===== config.mk =====
export PLATFORM = sky130hd
export DESIGN_NAME = dmem_arbiter
export DESIGN_NICKNAME = d
export VERILOG_FILES = /design/src/rtl/dmem_arbiter_pkg.sv /design/src/rtl/dmem_arbiter_rr_arb2.sv /design/src/rtl/dmem_arbiter.sv
export SDC_FILE = /design/constraint.sdc
export NUM_CORES = 1
export LEC_CHECK = 0
export BUFFER_PORTS_ARGS = -buffer_cell sky130_fd_sc_hd__clkbuf_2
export CORE_AREA = 2 2 121 123
export DETAILED_ROUTE_END_ITERATION = 8
export DIE_AREA = 0 0 123 125
export SETUP_SLACK_MARGIN = 0.15
export SLEW_MARGIN = 15
export SYNTH_ARGS = -nofsm -noshare
export SYNTH_HDL_FRONTEND = slang
export SYNTH_SLANG_ARGS = --single-unit

===== constraint.sdc =====
create_clock -name clk -period 10.04 [get_ports clk]
set_input_delay 3.012 -clock clk [delete_from_list [all_inputs] [get_ports clk]]
set_output_delay 3.012 -clock clk [all_outputs]
set_load 0.005 [all_outputs]

===== src/rtl/dmem_arbiter_pkg.sv =====
// Shared types for the data-memory arbiter.
// Holds the arbiter state encoding and per-requester bundle.
package dmem_arbiter_pkg;

  localparam int unsigned PKG_AW = 32;
  localparam int unsigned PKG_DW = 32;
  localparam int unsigned PKG_BW = PKG_DW / 8;

  typedef enum logic [1:0] {
    ARB   = 2'd0,
    LOCK0 = 2'd1,
    LOCK1 = 2'd2
  } arb_state_t;

  typedef struct packed {
    logic              we;
    logic [PKG_AW-1:0] addr;
    logic [PKG_DW-1:0] wdata;
    logic [PKG_BW-1:0] be;
  } mem_req_t;

endpackage


===== src/rtl/dmem_arbiter_rr_arb2.sv =====
// Two-way round-robin picker.
// ptr_i names the port that wins a tie.
module rr_arb2 (
  input  logic [1:0] req_i,
  input  logic       ptr_i,
  output logic [1:0] gnt_o
);

  // one-hot pick; a lone requester always wins
  always_comb begin
    gnt_o = 2'b00;
    case (req_i)
      2'b01:   gnt_o = 2'b01;
      2'b10:   gnt_o = 2'b10;
      2'b11:   gnt_o = ptr_i ? 2'b10 : 2'b01;
      default: gnt_o = 2'b00;
    endcase
  end

endmodule


===== src/rtl/dmem_arbiter.sv =====
// Shares single-port data memory between LSU (m0)
// and DMA/loader (m1) with round-robin and bounded lock.
module dmem_arbiter
  import dmem_arbiter_pkg::*;
#(
  parameter int AWIDTH   = 32,
  parameter int DWIDTH   = 32,
  parameter int MAX_LOCK = 8
) (
  input  logic              clk,
  input  logic              rst_n,
  input  logic              m0_req,
  input  logic              m0_we,
  input  logic [AWIDTH-1:0] m0_addr,
  input  logic [DWIDTH-1:0] m0_wdata,
  input  logic [DWIDTH/8-1:0] m0_be,
  input  logic              m0_lock,
  input  logic              m1_req,
  input  logic              m1_we,
  input  logic [AWIDTH-1:0] m1_addr,
  input  logic [DWIDTH-1:0] m1_wdata,
  input  logic [DWIDTH/8-1:0] m1_be,
  input  logic              m1_lock,
  output logic              m0_gnt,
  output logic              m1_gnt,
  output logic              m0_rvalid,
  output logic              m1_rvalid,
  output logic [DWIDTH-1:0] m0_rdata,
  output logic [DWIDTH-1:0] m1_rdata,
  output logic [AWIDTH-1:0] mem_addr,
  output logic [DWIDTH-1:0] mem_wdata,
  output logic              mem_wen,
  output logic [DWIDTH/8-1:0] mem_wr_mask,
  input  logic [DWIDTH-1:0] mem_rdata
);

  localparam int CW = $clog2(MAX_LOCK + 1);
  localparam logic [CW-1:0] CNT_MAX = CW'(MAX_LOCK);
  localparam logic [CW-1:0] CNT_ONE = CW'(1);

  mem_req_t rq0;
  mem_req_t rq1;
  mem_req_t sel;

  logic [1:0] req;
  logic [1:0] lock;
  logic [1:0] rr_gnt;
  logic [1:0] gnt;

  arb_state_t    state_q, state_d;
  logic          ptr_q, ptr_d;
  logic [CW-1:0] cnt_q, cnt_d;

  logic          hold;
  logic          hk;

  logic [1:0]        rvalid_q;
  logic [DWIDTH-1:0] rdata0_q;
  logic [DWIDTH-1:0] rdata1_q;

  assign req  = {m1_req, m0_req};
  assign lock = {m1_lock, m0_lock};

  assign rq0 = '{
    we:    m0_we,
    addr:  PKG_AW'(m0_addr),
    wdata: PKG_DW'(m0_wdata),
    be:    PKG_BW'(m0_be)
  };

  assign rq1 = '{
    we:    m1_we,
    addr:  PKG_AW'(m1_addr),
    wdata: PKG_DW'(m1_wdata),
    be:    PKG_BW'(m1_be)
  };

  rr_arb2 u_rr (
    .req_i (req),
    .ptr_i (ptr_q),
    .gnt_o (rr_gnt)
  );

  // lock holder keeps the port unless the other side
  // has waited out the full lock budget
  always_comb begin
    hold = 1'b0;
    hk   = 1'b0;
    unique case (state_q)
      LOCK0: begin
        hk   = 1'b0;
        hold = req[0] && lock[0] &&
               !(req[1] && cnt_q == CNT_MAX);
      end
      LOCK1: begin
        hk   = 1'b1;
        hold = req[1] && lock[1] &&
               !(req[0] && cnt_q == CNT_MAX);
      end
      default: begin
        hk   = 1'b0;
        hold = 1'b0;
      end
    endcase
  end

  // grant decision and next state; a broken lock
  // falls back to round-robin in the same cycle
  always_comb begin
    gnt     = 2'b00;
    state_d = state_q;
    ptr_d   = ptr_q;
    cnt_d   = cnt_q;
    if (hold) begin
      gnt   = hk ? 2'b10 : 2'b01;
      ptr_d = ~hk;
      if (cnt_q != CNT_MAX) begin
        cnt_d = cnt_q + CNT_ONE;
      end
    end else begin
      gnt     = rr_gnt;
      state_d = ARB;
      cnt_d   = '0;
      unique case (1'b1)
        gnt[0]: begin
          ptr_d = 1'b1;
          if (lock[0]) begin
            state_d = LOCK0;
            cnt_d   = CNT_ONE;
          end
        end
        gnt[1]: begin
          ptr_d = 1'b0;
          if (lock[1]) begin
            state_d = LOCK1;
            cnt_d   = CNT_ONE;
          end
        end
        default: ;
      endcase
    end
    if (!rst_n) begin
      gnt = 2'b00;
    end
  end

  assign m0_gnt = gnt[0];
  assign m1_gnt = gnt[1];

  // memory side follows the winner, idle is all-zero
  always_comb begin
    sel = '0;
    unique case (gnt)
      2'b01:   sel = rq0;
      2'b10:   sel = rq1;
      default: sel = '0;
    endcase
  end

  assign mem_addr    = AWIDTH'(sel.addr);
  assign mem_wdata   = DWIDTH'(sel.wdata);
  assign mem_wr_mask = (DWIDTH/8)'(sel.be);
  assign mem_wen     = sel.we;

  // arbiter state, rr pointer and lock counter
  always_ff @(posedge clk or negedge rst_n) begin
    if (!rst_n) begin
      state_q <= ARB;
      ptr_q   <= 1'b0;
      cnt_q   <= '0;
    end else begin
      state_q <= state_d;
      ptr_q   <= ptr_d;
      cnt_q   <= cnt_d;
    end
  end

  // read return: one-cycle rvalid, data held until
  // the next read on the same port
  always_ff @(posedge clk or negedge rst_n) begin
    if (!rst_n) begin
      rvalid_q <= 2'b00;
      rdata0_q <= '0;
      rdata1_q <= '0;
    end else begin
      rvalid_q[0] <= gnt[0] & ~rq0.we;
      rvalid_q[1] <= gnt[1] & ~rq1.we;
      if (gnt[0] && !rq0.we) begin
        rdata0_q <= mem_rdata;
      end
      if (gnt[1] && !rq1.we) begin
        rdata1_q <= mem_rdata;
      end
    end
  end

  assign m0_rvalid = rvalid_q[0];
  assign m1_rvalid = rvalid_q[1];
  assign m0_rdata  = rdata0_q;
  assign m1_rdata  = rdata1_q;

endmodule


After elaboration in Yosys (flattened, before gate mapping)
Index checks and enable logic that the tools add are counted.
{ "word_totals": {"ff_bits": 73, "input_bits": 176, "out_inout_bits": 137, "elab_cells": 53} }
{ "op_classes": {"addsub": 1, "n_eq_ne": 10, "n_mux": 18, "bitwise_logic": 5, "n_reduce_logical": 13} }
{ "ops": {"columns": ["cell", "count"], "rows": [
  ["case mux 69 bit (2 select lines)", 1],
  ["two-way mux 2 bit", 5],
  ["== test 2 bit, second input constant", 4],
  ["logical AND 1 bit", 8],
  ["two-way mux 4 bit", 2],
  ["== test 2 x 1 -> 1 bit, second input constant", 3],
  ["case mux 1 bit (2 select lines)", 3],
  ["case mux 2 bit (3 select lines)", 1],
  ["two-way mux 1 bit", 5],
  ["adder 4 x 1 -> 4 bit, second input constant", 1],
  ["== test 4 bit, second input constant", 1],
  ["zero test 1 bit", 4],
  ["!= test 4 bit, second input constant", 1],
  ["case mux 2 bit (2 select lines)", 1],
  ["NOT 1 bit", 3],
  ["nonzero test 3 bit", 1],
  ["bitwise AND 1 bit", 2],
  ["!= test 2 x 1 -> 1 bit, second input constant", 1]
]} }

Logic depth before layout (Yosys ltp)
Gate-level depths: netlist of run 1.
{ "logic_depth": {"depth_word": 9, "ltp_mapped": 14, "ltp_nobuf": 9} }

By module
A second synthesis of run 1 with hierarchy kept.
{ "unflattened": {"hier_cells": 362, "hier_area_um2": 3832.4} }
{ "modules_own_cells": {"columns": ["mod", "n_inst", "cells_per_inst", "area_per_inst_um2", "seq_area_each_um2"], "rows": [
  ["dmem_arbiter", 1, 359, 3813.7, 1826.8],
  ["rr_arb2", 1, 3, 18.8, 0.0]
]} }

Least setup slack after synthesis of run 1
No wires, ideal clock.
{ "synth_timing": {"kind": "input-to-output", "from": "in m0_req", "to": "out mem_addr[18]", "arrival_time_ns": 5.290, "required_time_ns": 7.028, "setup_slack_ns": 1.738, "path_stages": 12, "n_path_buf": 5, "cell_sequence": "buf_2 > nand4b_1 > a32o_1 > clkbuf_1 > mux2_2 > and2_1 > ha_1 > clkbuf_1 > clkbuf_1 > buf_1 > a22oi_1 > nor2_1"} }
{ "synth_between": {"elab_chain_cells": 8, "elab_cells_between_ends": 15, "classes_between": "5 x eq/ne; 5 x mux; 5 x reduce/logical"} }
{ "synth_lines": {"columns": ["item", "line_no", "source"], "rows": [
  ["start: declaration", "dmem_arbiter.sv:12", "input logic m0_req,"],
  ["logical AND 1 bit", "dmem_arbiter.sv:98", "!(req[0] && cnt_q == CNT_MAX);"],
  ["zero test 1 bit", "dmem_arbiter.sv:98", null],
  ["logical AND 1 bit", "dmem_arbiter.sv:97", "hold = req[1] && lock[1] &&"],
  ["case mux 1 bit (2 select lines)", "dmem_arbiter.sv:89", "unique case (state_q)"],
  ["two-way mux 2 bit (*)", "dmem_arbiter.sv:114", "if (hold) begin"],
  ["two-way mux 2 bit (*)", "dmem_arbiter.sv:142", "if (!rst_n) begin"],
  ["via m1_gnt", "dmem_arbiter.sv:25", "output logic m1_gnt,"],
  ["== test 2 bit / == test 2 x 1 -> 1 bit (equally long branches)", "dmem_arbiter.sv:153", "unique case (gnt)"],
  ["case mux 69 bit (2 select lines) (*)", "dmem_arbiter.sv:153", null],
  ["end: declaration", "dmem_arbiter.sv:30", "output logic [AWIDTH-1:0] mem_addr,"]
]} }
The timed path passes the listed nets; every way through them passes the cells marked *.

Final worst setup path of run 1
{ "layout_timing": {"from": "in m0_req", "to": "out mem_addr[14]"} }
{ "layout_between": {"elab_chain_cells": 8, "elab_cells_between_ends": 15, "classes_between": "5 x eq/ne; 5 x mux; 5 x reduce/logical"} }
{ "layout_lines": {"columns": ["item", "line_no"], "rows": [
  ["logical AND 1 bit", "dmem_arbiter.sv:98"],
  ["zero test 1 bit", "dmem_arbiter.sv:98"],
  ["logical AND 1 bit", "dmem_arbiter.sv:97"],
  ["case mux 1 bit (2 select lines)", "dmem_arbiter.sv:89"],
  ["two-way mux 2 bit (*)", "dmem_arbiter.sv:114"],
  ["two-way mux 2 bit (*)", "dmem_arbiter.sv:142"],
  ["== test 2 bit / == test 2 x 1 -> 1 bit (equally long branches)", "dmem_arbiter.sv:153"],
  ["case mux 69 bit (2 select lines) (*)", "dmem_arbiter.sv:153"]
]} }
Mark *: on every way between the ends. The rest lies on a longest branch, timed or not.

==> impl_results.md, run 1 <==
- #FFs+latches synth: 73
- Core ar.: ~14000 um2
- Worst endpoint required time: 7.03 ns
- Post-DP HPWL: 11.7 mm
- Vias: 3996
- Final hold vios: 0
- Antenna Nets Post-Route: 0
- Crit path max-delay family: buffers and inverters
- Met3 Use GR: 0.0388
- Worst hold path startpoint: m1_rdata[3]
- Final #Nets: 838
- Clk sink count: 73
- Max stage delay on crit path: 0.68 ns
- FP Rows: 44
- Wire per inst: 17.2 um
- Total Neg Setup Slack: 0 ns
- CP Capture Type: primary output
- Max Clock Freq: 114 MHz
- Met2 Use GR: 0.330
- Seq/Total Area, Yosys: 0.475
- Synth warn: 0
- CP Launch Point: m0_req
- Antenna violations before repair: 1
- Gr busiest metal: met2
- Asr flop ratio synth: 1.00
- Tot Pwr: 0.985 mW
- Clock transition at the registers of the reported paths: 0.05 ns
- Worst-margin pin slew: 0.891 ns
- Synthesized area per cell: 10.7 um2
- Crit Path Category: input pin to primary output
- First-pass GRT wire length: 21.5 mm
- Biggest area consumer among synthesized cells: dfrtp_1
- Unrepaired setup endpoints after global routing: no
- Syn Nets: 542
- PortBufs: 312
- Cells after Synth: 360
- Commonest cells post-synth: dfrtp_1 (73), nor2_1 (73), a22oi_1 (69), mux2_2 (53), clkbuf_1 (22)
- Max-slew headroom: 0.406
- Max Cap Viol: 0
- Post-Route Skew: a little under 0.006 ns
- Status: finished, final reports clean
- Pwr dens: 168 nW/um2
- Drt total wl: 14.5 mm
- CTS tree: yes
- Routability cong.: 0.961
- M1 GR Usage: 0.217
- Post-synth EDFFs: 0
- Period utilization: 0.873
- Arr. time, crit path: 5.76 ns
- Setup bufs post-CTS: 0
- Tot GR Track Use: 0.184
- Vias per cell: 4.72
- Root Driver: clkbuf_16
- Starting DRT DRC Count: about 250
- Starting Density: 0.271
- Largest net degree at the start of global routing: 74
- Die ar.: 15400 um2
- P_leak: 2.99 nW
- Max Fanout on Critical Path: 42
- Synthesized area: about 3800 um2
- Total gr overflow: 0
- Die height: ~130 um
- Layout cells sized above 1: 0.592
- Slowest CP cell: ha_2
- Die X: 123 um
- Worst path buffer plus inverter count: 3
- Num CTS Buffers: 9
- Vias in the first global route: just under 4000
- # DRC: 0
- Minimum clock period: 8.77 ns
- CP Launch Type: input pin
- H-tree depth: 3
- Synth cell types: 28
- Finish-stage setup viols: 0
- Area Overhead vs Synth: 52.3%
- # hold bufs at CTS: 0
- R2r setup slk: 7.07 ns
- Worst hold path class: flip-flop to flip-flop
- PostCTS Resize Cnt: 0
- Worst VDD drop: 0.0736 mV
- 1st-pass router iterations: 4
- Longest Clk Path Bufs: 2
- IO Pins: 313
- Slew Limit Fails: 0
- Skew-Pair Late Insertion Delay: 0.32 ns
- Most used flip-flop cell after synthesis: dfrtp_1
- Crit path cell chain: clkbuf_2 > nand4b_1 > a32o_1 > mux2i_1 > and2_1 > ha_2 > buf_4 > a22oi_1 > nor2_1 > clkbuf_2
- Crit path top cell by count: clkbuf_2
- Worst r2r src: state_q[0]
- Top post-synthesis cells by area: dfrtp_1 (48%), mux2_2 (16%), a22oi_1 (13%)
- Yosys top cell area share: 0.475
-- placed cells by master (no fill, tap or decap), types with 2 or more instances in the layout --
cell type,n
clkbuf_2,311
nor2_1,73
dfrtp_1,73
a22oi_1,69
mux2_2,53
mux2_1,12
clkbuf_16,9
nand2_1,7
buf_4,7
inv_1,5
o21ai_0,4
ha_1,4
and2_1,3
nand4b_1,3
mux2i_1,3
clkinv_2,3
mux2i_4,2
nand3_1,2
ha_2,2
-- layout make-up --
type	instances	area, um2
Inverter	5	18.8
Clock buffer	11	243
Sequential cell	73	1830
Multi-Input combinational cell	249	1890
Tap cell	184	230
Antenna cell	1	2.50
Timing Repair Buffer	318	1610
Fill cell	1422	8350
Clock inverter	5	31.3
-- flip-flops by register name (all words and copies together), names as in the netlist --
| signal | count |
|---|---|
| state_q | 2 |
| cnt_q | 4 |
| ptr_q | 1 |
| m0_rdata | 32 |
| m1_rdata | 32 |
| rvalid_q | 2 |
-- worst register-to-register path, stage by stage, from the launching register on --
cell and delay, ns:
dfrtp_1 0.37, inv_1 0.05, ha_1 0.29, nand4b_1 0.25, a32oi_4 0.43, mux2i_4 0.68
buf_4 0.40, mux2_2 0.38
-- cell families after synthesis --
group / Yosys count / share of synthesized area
adders and majority gates: 6 / 0.0195
muxes: 70 / 0.203
xor gates and xnor gates: 2 / 0.00456
and+or+nand+nor: 93 / 0.103
AOI/OAI and AO/OA: 78 / 0.155
buffers and inverters: 38 / 0.0397
DFF: 73 / 0.475
-- per-stage QoR --
| step | hold slack [ns] | util | std cells | area [um2] | worst slack [ns] |
|---|---|---|---|---|---|
| 6_report | 0.488 | 0.412 | 846 | 5860 | 1.27 |
| 5_1_grt | 0.503 | 0.412 | 846 | 5860 | 0.999 |
| 4_1_cts | 0.493 | 0.412 | 845 | 5850 | 1.28 |
| 3_5_place_dp | 0.480 | 0.393 | 829 | 5580 | 1.29 |
| 3_3_place_gp | 0.466 | 0.393 | 829 | 5580 | 1.36 |
| 2_1_floorplan | 0.475 | - | 360 | 3840 | 1.74 |
-- report_power, final --
part | internal [mW] | switching, mW
Combinational | 0.156 | 0.135
Sequential | 0.369 | 0.0378
Clock | 0.173 | 0.114
-- per-layer routing --
metal,share of wire,vias up
li1,-,1892
met1,0.39,1912
met2,0.53,179
met4,0.017,0
met5,0,-
met3,0.071,13
-- final timing paths --
kind | to | depth (start not counted)
max in group asynchronous | m0_rdata[29] | 2
min in group asynchronous | m0_rdata[13] | 2
max | mem_addr[14] | 10
min | m1_rdata[3] | 1
max reg2reg | m1_rdata[28] | 7
min reg2reg | m1_rdata[3] | 1
(Power assumes the default switching activity.)
==> inputs of run 2 (changes only) <==
--- a/config.mk
+++ b/config.mk
@@ -9,6 +9,8 @@
 export CORE_AREA = 2 2 121 123
 export DETAILED_ROUTE_END_ITERATION = 8
 export DIE_AREA = 0 0 123 125
+export RECOVER_POWER = 25
+export REMOVE_ABC_BUFFERS = 1
 export SETUP_SLACK_MARGIN = 0.15
 export SLEW_MARGIN = 15
 export SYNTH_ARGS = -nofsm -noshare
==> run 2 against run 1 <==
The flow now finishes with violations (capacitance limit, slew limit); clock power grew 5%; first-iteration DRC count decreased by 24%; global-route usage shrank 2.0 points; critical path type unchanged; largest cell class unchanged; largest power group unchanged.
==> impl_results.md, run 2 (synthesized netlist as in run 1, its figures left out) <==
- Setup bufs post-CTS: 0
- First-pass GRT wire length: 20.0 mm
- Minimum clock period: 8.78 ns
- CP Launch Type: input pin
- Die height: 125 um
- Starting Density: 0.271
- # hold bufs at CTS: 0
- Skew-Pair Late Insertion Delay: around 0.33 ns
- Vias in the first global route: 4135
- Max Clock Freq: 114 MHz
- Num CTS Buffers: 9
- Period utilization: 0.875
- Die ar.: 15400 um2
- Root Driver: clkbuf_16
- Finish-stage setup viols: 0
- # DRC: 0
- Crit path cell chain: clkbuf_1 > nand4b_1 > a32o_1 > mux2_2 > and2_1 > ha_2 > buf_4 > a22oi_1 > nor2_1 > clkbuf_2
- Arr. time, crit path: 5.77 ns
- Vias: just over 4000
- Routability cong.: 0.931
- 1st-pass router iterations: 5
- Slowest CP cell: ha_2
- Total Neg Setup Slack: 0 ns
- Unrepaired setup endpoints after global routing: no
- Slew Limit Fails: 77
- Met2 Use GR: 0.299
- Worst hold slack: between 0.4 and 0.5 ns
- Starting DRT DRC Count: roughly 190
- IO Pins: approximately 310
- CP Capture Type: primary output
- Met3 Use GR: 0.0301
- Worst endpoint required time: ~7 ns
- Max Fanout on Critical Path: 38
- Worst path buffer plus inverter count: 3
- N_diodes: 0
- Die X: 123 um
- Worst hold stages: 1
- Most frequent cells in the layout: clkbuf_2 (310), nor2_1 (73), dfrtp_1 (73)
- Status: finished, violations left
- Crit path max-delay family: buffers and inverters
- Drt total wl: 13.0 mm
- # fillers: 1407
- R2R cell count: 7
- Total gr overflow: 0
- PortBufs: between 300 and 400
- PostCTS Resize Cnt: 0
- Longest Clk Path Bufs: 2
- Tot GR Track Use: 0.164
- Clock transition at the registers of the reported paths: around 0.06 ns
- Largest net degree at the start of global routing: between 70 and 80
- Max stage delay on crit path: ~0.58 ns
- Worst VDD drop: 0.0910 mV
- Final hold vios: 0
- Area Overhead vs Synth: 52.4%
- Layout cells sized above 1: 0.588
- Vias per cell: about 4.8
- Antenna violations before repair: 0
- FP Rows: 44
- Worst-margin pin slew: 3.92 ns
- Worst hold path class: flip-flop to flip-flop
- P_leak: 2.97 nW
- Instance count on the critical path: 10
- Failing checks: capacitance limit, slew limit
- Antenna Nets Post-Route: 0
- CTS tree: yes
- Max-slew headroom: -1.61
- Final #Nets: between 800 and 900
- Crit Path Category: input pin to primary output
- Pwr dens: 170 nW/um2
- H-tree depth: 3
- Gr busiest metal: met2
- M1 GR Usage: 0.190
- Max Cap Viol: 1
- Post-Route Skew: 0.00658 ns
- Core ar.: roughly 14000 um2
- Clk sink count: 73
- Post-DP HPWL: 10.3 mm
- Commonest non-fill, non-tap cell in the layout: clkbuf_2
- Wire per inst: ~15 um
[run 2: path summary, 6_finish.rpt]
check,startpoint,endpoint,slack [ns]
setup / recovery,m0_req,mem_wdata[23],1.26
hold / removal,m1_rdata[3],m1_rdata[3],0.48
setup reg to reg,cnt_q[0],m0_rdata[12],7.37
hold reg to reg,m1_rdata[3],m1_rdata[3],0.48
max in group asynchronous,rst_n,state_q[1],3.42
min in group asynchronous,rst_n,m1_rdata[26],4.39
[run 2: area by class of cell]
class                      count  area, um2  area share
inverter                       5       18.8     0.00320
sequential                    73       1830       0.312
clock inverter                 7       60.1      0.0103
timing repair buffer         317       1590       0.272
multi-input combinational    249       1900       0.325
tap                          184        230      0.0393
clock buffer                   9        225      0.0384
[run 2: per-stage QoR]
| step | setup WS (ns) | utilization | instances | cell area [um2] | power (mW) |
|---|---|---|---|---|---|
| floorplan | 1.49 | - | 327 | 3710 | 0.535 |
| global placement | 1.50 | 0.392 | 828 | 5570 | 0.692 |
| detailed placement | 1.42 | 0.392 | 828 | 5570 | 0.705 |
| CTS | 1.40 | 0.412 | 844 | 5860 | 1.01 |
| global route | 0.868 | 0.412 | 844 | 5860 | 1.06 |
| finish | 1.26 | 0.412 | 844 | 5860 | 0.995 |
[run 2: power breakdown]
group | internal [mW] | switching, mW
sequential | 0.369 | 0.0377
clock | 0.171 | 0.128
combinational | 0.156 | 0.132
[run 2: routing by layer]
layer,vias to the layer above,wire length [um],part of all wire
met4,0,318,0.025
met3,24,916,0.071
met1,1970,4900,0.38
met2,189,6840,0.53
met5,-,0,0
li1,1891,-,-
==> inputs of run 3 (changes only) <==
--- a/config.mk
+++ b/config.mk
@@ -9,6 +9,7 @@
 export CORE_AREA = 2 2 121 123
 export DETAILED_ROUTE_END_ITERATION = 8
 export DIE_AREA = 0 0 123 125
+export GPL_TIMING_DRIVEN = 0
 export RECOVER_POWER = 25
 export REMOVE_ABC_BUFFERS = 1
 export SETUP_SLACK_MARGIN = 0.15
==> run 3 against run 2 <==
The run now ends clean; clock power down 2%; wire length shrank 2.2%; cell count rose by 0.12%; die area is the same; power is essentially flat; worst hold slack improved by 0.0056 ns; critical endpoint is now mem_wr_mask[2]; combinational power up 2%; critical path type unchanged.
==> impl_results.md, run 3 (synthesized netlist as in run 1, its figures left out) <==
- Crit Path Category: input pin to primary output
- Dpl cell area: ~5700 um2
- CP Capture Type: primary output
- Tot GR Track Use: 0.160
- Routability cong.: 0.896
- Die X: 123 um
- Total gr overflow: 0
- Longest Clk Path Bufs: 2
- Final Non-Filler Cells: between 800 and 900
- Largest net degree at the start of global routing: 62
- Vias per cell: about 4.8
- Worst VDD drop: slightly below 0.09 mV
- Starting DRT DRC Count: around 180
- Post-Route Skew: 0.00671 ns
- Hold EP: m1_rdata[2]
- PostCTS Resize Cnt: 0
- # DRC: 0
- IO Pins: 313
- Starting Density: 0.271
- P_leak: 3.02 nW
- Worst hold path class: flip-flop to flip-flop
- Worst endpoint required time: 7.03 ns
- Antenna violations before repair: 0
- Final instance area: between 5000 and 6000 um2
- 1st-pass router iterations: 4
- FF+latch area: 1830 um2
- Wire per inst: 15.0 um
- Core ar.: roughly 14000 um2
- Setup bufs post-CTS: 0
- Layout cells sized above 1: 0.590
- Max Cap Viol: 0
- Clk sink count: 73
- Clock transition at the registers of the reported paths: 0.06 ns
- H-tree depth: 3
- Worst hold slack: 0.489 ns
- Drt total wl: 12.7 mm
- Area Overhead vs Synth: 54.9%
- Num CTS Buffers: 9
- Worst hold path startpoint: m1_rdata[2]
- CTS tree: yes
- # hold bufs at CTS: 0
- Max Clock Freq: 113 MHz
- Footprint of the multi-input gates: between 1500 and 2000 um2
- Die ar.: roughly 15000 um2
- Vias: 4054
- Worst-margin pin slew: 1.22 ns
- Final hold vios: 0
- Tot Pwr: 0.994 mW
- FP Rows: 44
- Unrepaired setup endpoints after global routing: no
- Skew-Pair Late Insertion Delay: 0.32 ns
- Total Neg Setup Slack: 0 ns
- Most frequent cells in the layout: clkbuf_2 (311), nor2_1 (73), dfrtp_1 (73)
- Finish-stage setup viols: 0
- Vias in the first global route: 3992
- Antenna Nets Post-Route: 0
- Final #Nets: between 800 and 900
- Period utilization: 0.879
- Worst hold stages: 1
- RR Endpoint: m0_rdata[30]
- First-pass GRT wire length: 19.5 mm
- PortBufs: 312
- Arr. time, crit path: 5.81 ns
- Max-slew headroom: 0.187
- CP Launch Type: input pin
- Die height: around 130 um
- Commonest non-fill, non-tap cell in the layout: clkbuf_2
- # fillers: 1418
- R2r setup slk: 7.22 ns
- Slew Limit Fails: 0
- Post-DP HPWL: roughly 10 mm
- Status: finished, final reports clean
- Minimum clock period: 8.83 ns
- Max Fanout on Critical Path: 61
- Post-placement cell count: between 800 and 900
- R2R cell count: 7
- Pwr dens: approximately 170 nW/um2
- N_diodes: 0
- Root Driver: clkbuf_16
- Worst r2r src: cnt_q[0]
## run 3: where the power goes
group | internal, mW | leakage, nW | switching, mW
registers | 0.369 | 0.879 | 0.0386
logic | 0.161 | 2.00 | 0.132
clock network | 0.175 | 0.136 | 0.118
total | 0.706 | 3.02 | 0.289
## run 3: metal layers
layer	global-route usage	vias to the layer above	share of wire
met4	0.0434	0	0.015
met3	0.0265	13	0.062
met5	0	-	0
met1	0.186	1974	0.38
met2	0.297	168	0.55
li1	-	1899	-
## run 3: final cells by class
type / instances / share of cell area
Multi-Input combinational cell: 249 / 0.318
Sequential cell: 73 / 0.307
Timing Repair Buffer: 318 / 0.286
Clock buffer: 11 / 0.0408
Tap cell: 184 / 0.0387
Clock inverter: 5 / 0.00651
Inverter: 5 / 0.00315
## run 3: per-stage QoR
stage | worst slack, ns | utilization
final | 1.21 | 0.419
after global routing | 0.818 | 0.419
after CTS | 1.49 | 0.419
after detailed placement | 1.49 | 0.400
after global placement | -0.185 | 0.387
after floorplan | 1.49 | -
## run 3: how the worst max path moves through the flow
stage	start	depth (start not counted)	to	slack, ns
2_1_floorplan	m0_req	7	mem_wr_mask[1]	1.49
3_3_place_gp	rst_n	6	mem_wr_mask[2]	-0.18
3_5_place_dp	m0_req	10	mem_wr_mask[2]	1.49
4_1_cts	m0_req	10	mem_wr_mask[2]	1.49
5_1_grt	rst_n	8	mem_wr_mask[2]	0.82
6_report	rst_n	8	mem_wr_mask[2]	1.21
## run 3: critical path, cell delays in order
cell      delay, ns
clkbuf_1       0.87
buf_16         0.35
and2_1         0.21
ha_2           0.48
buf_12         0.28
a22oi_1        0.13
nor2_1         0.22
clkbuf_2       0.20
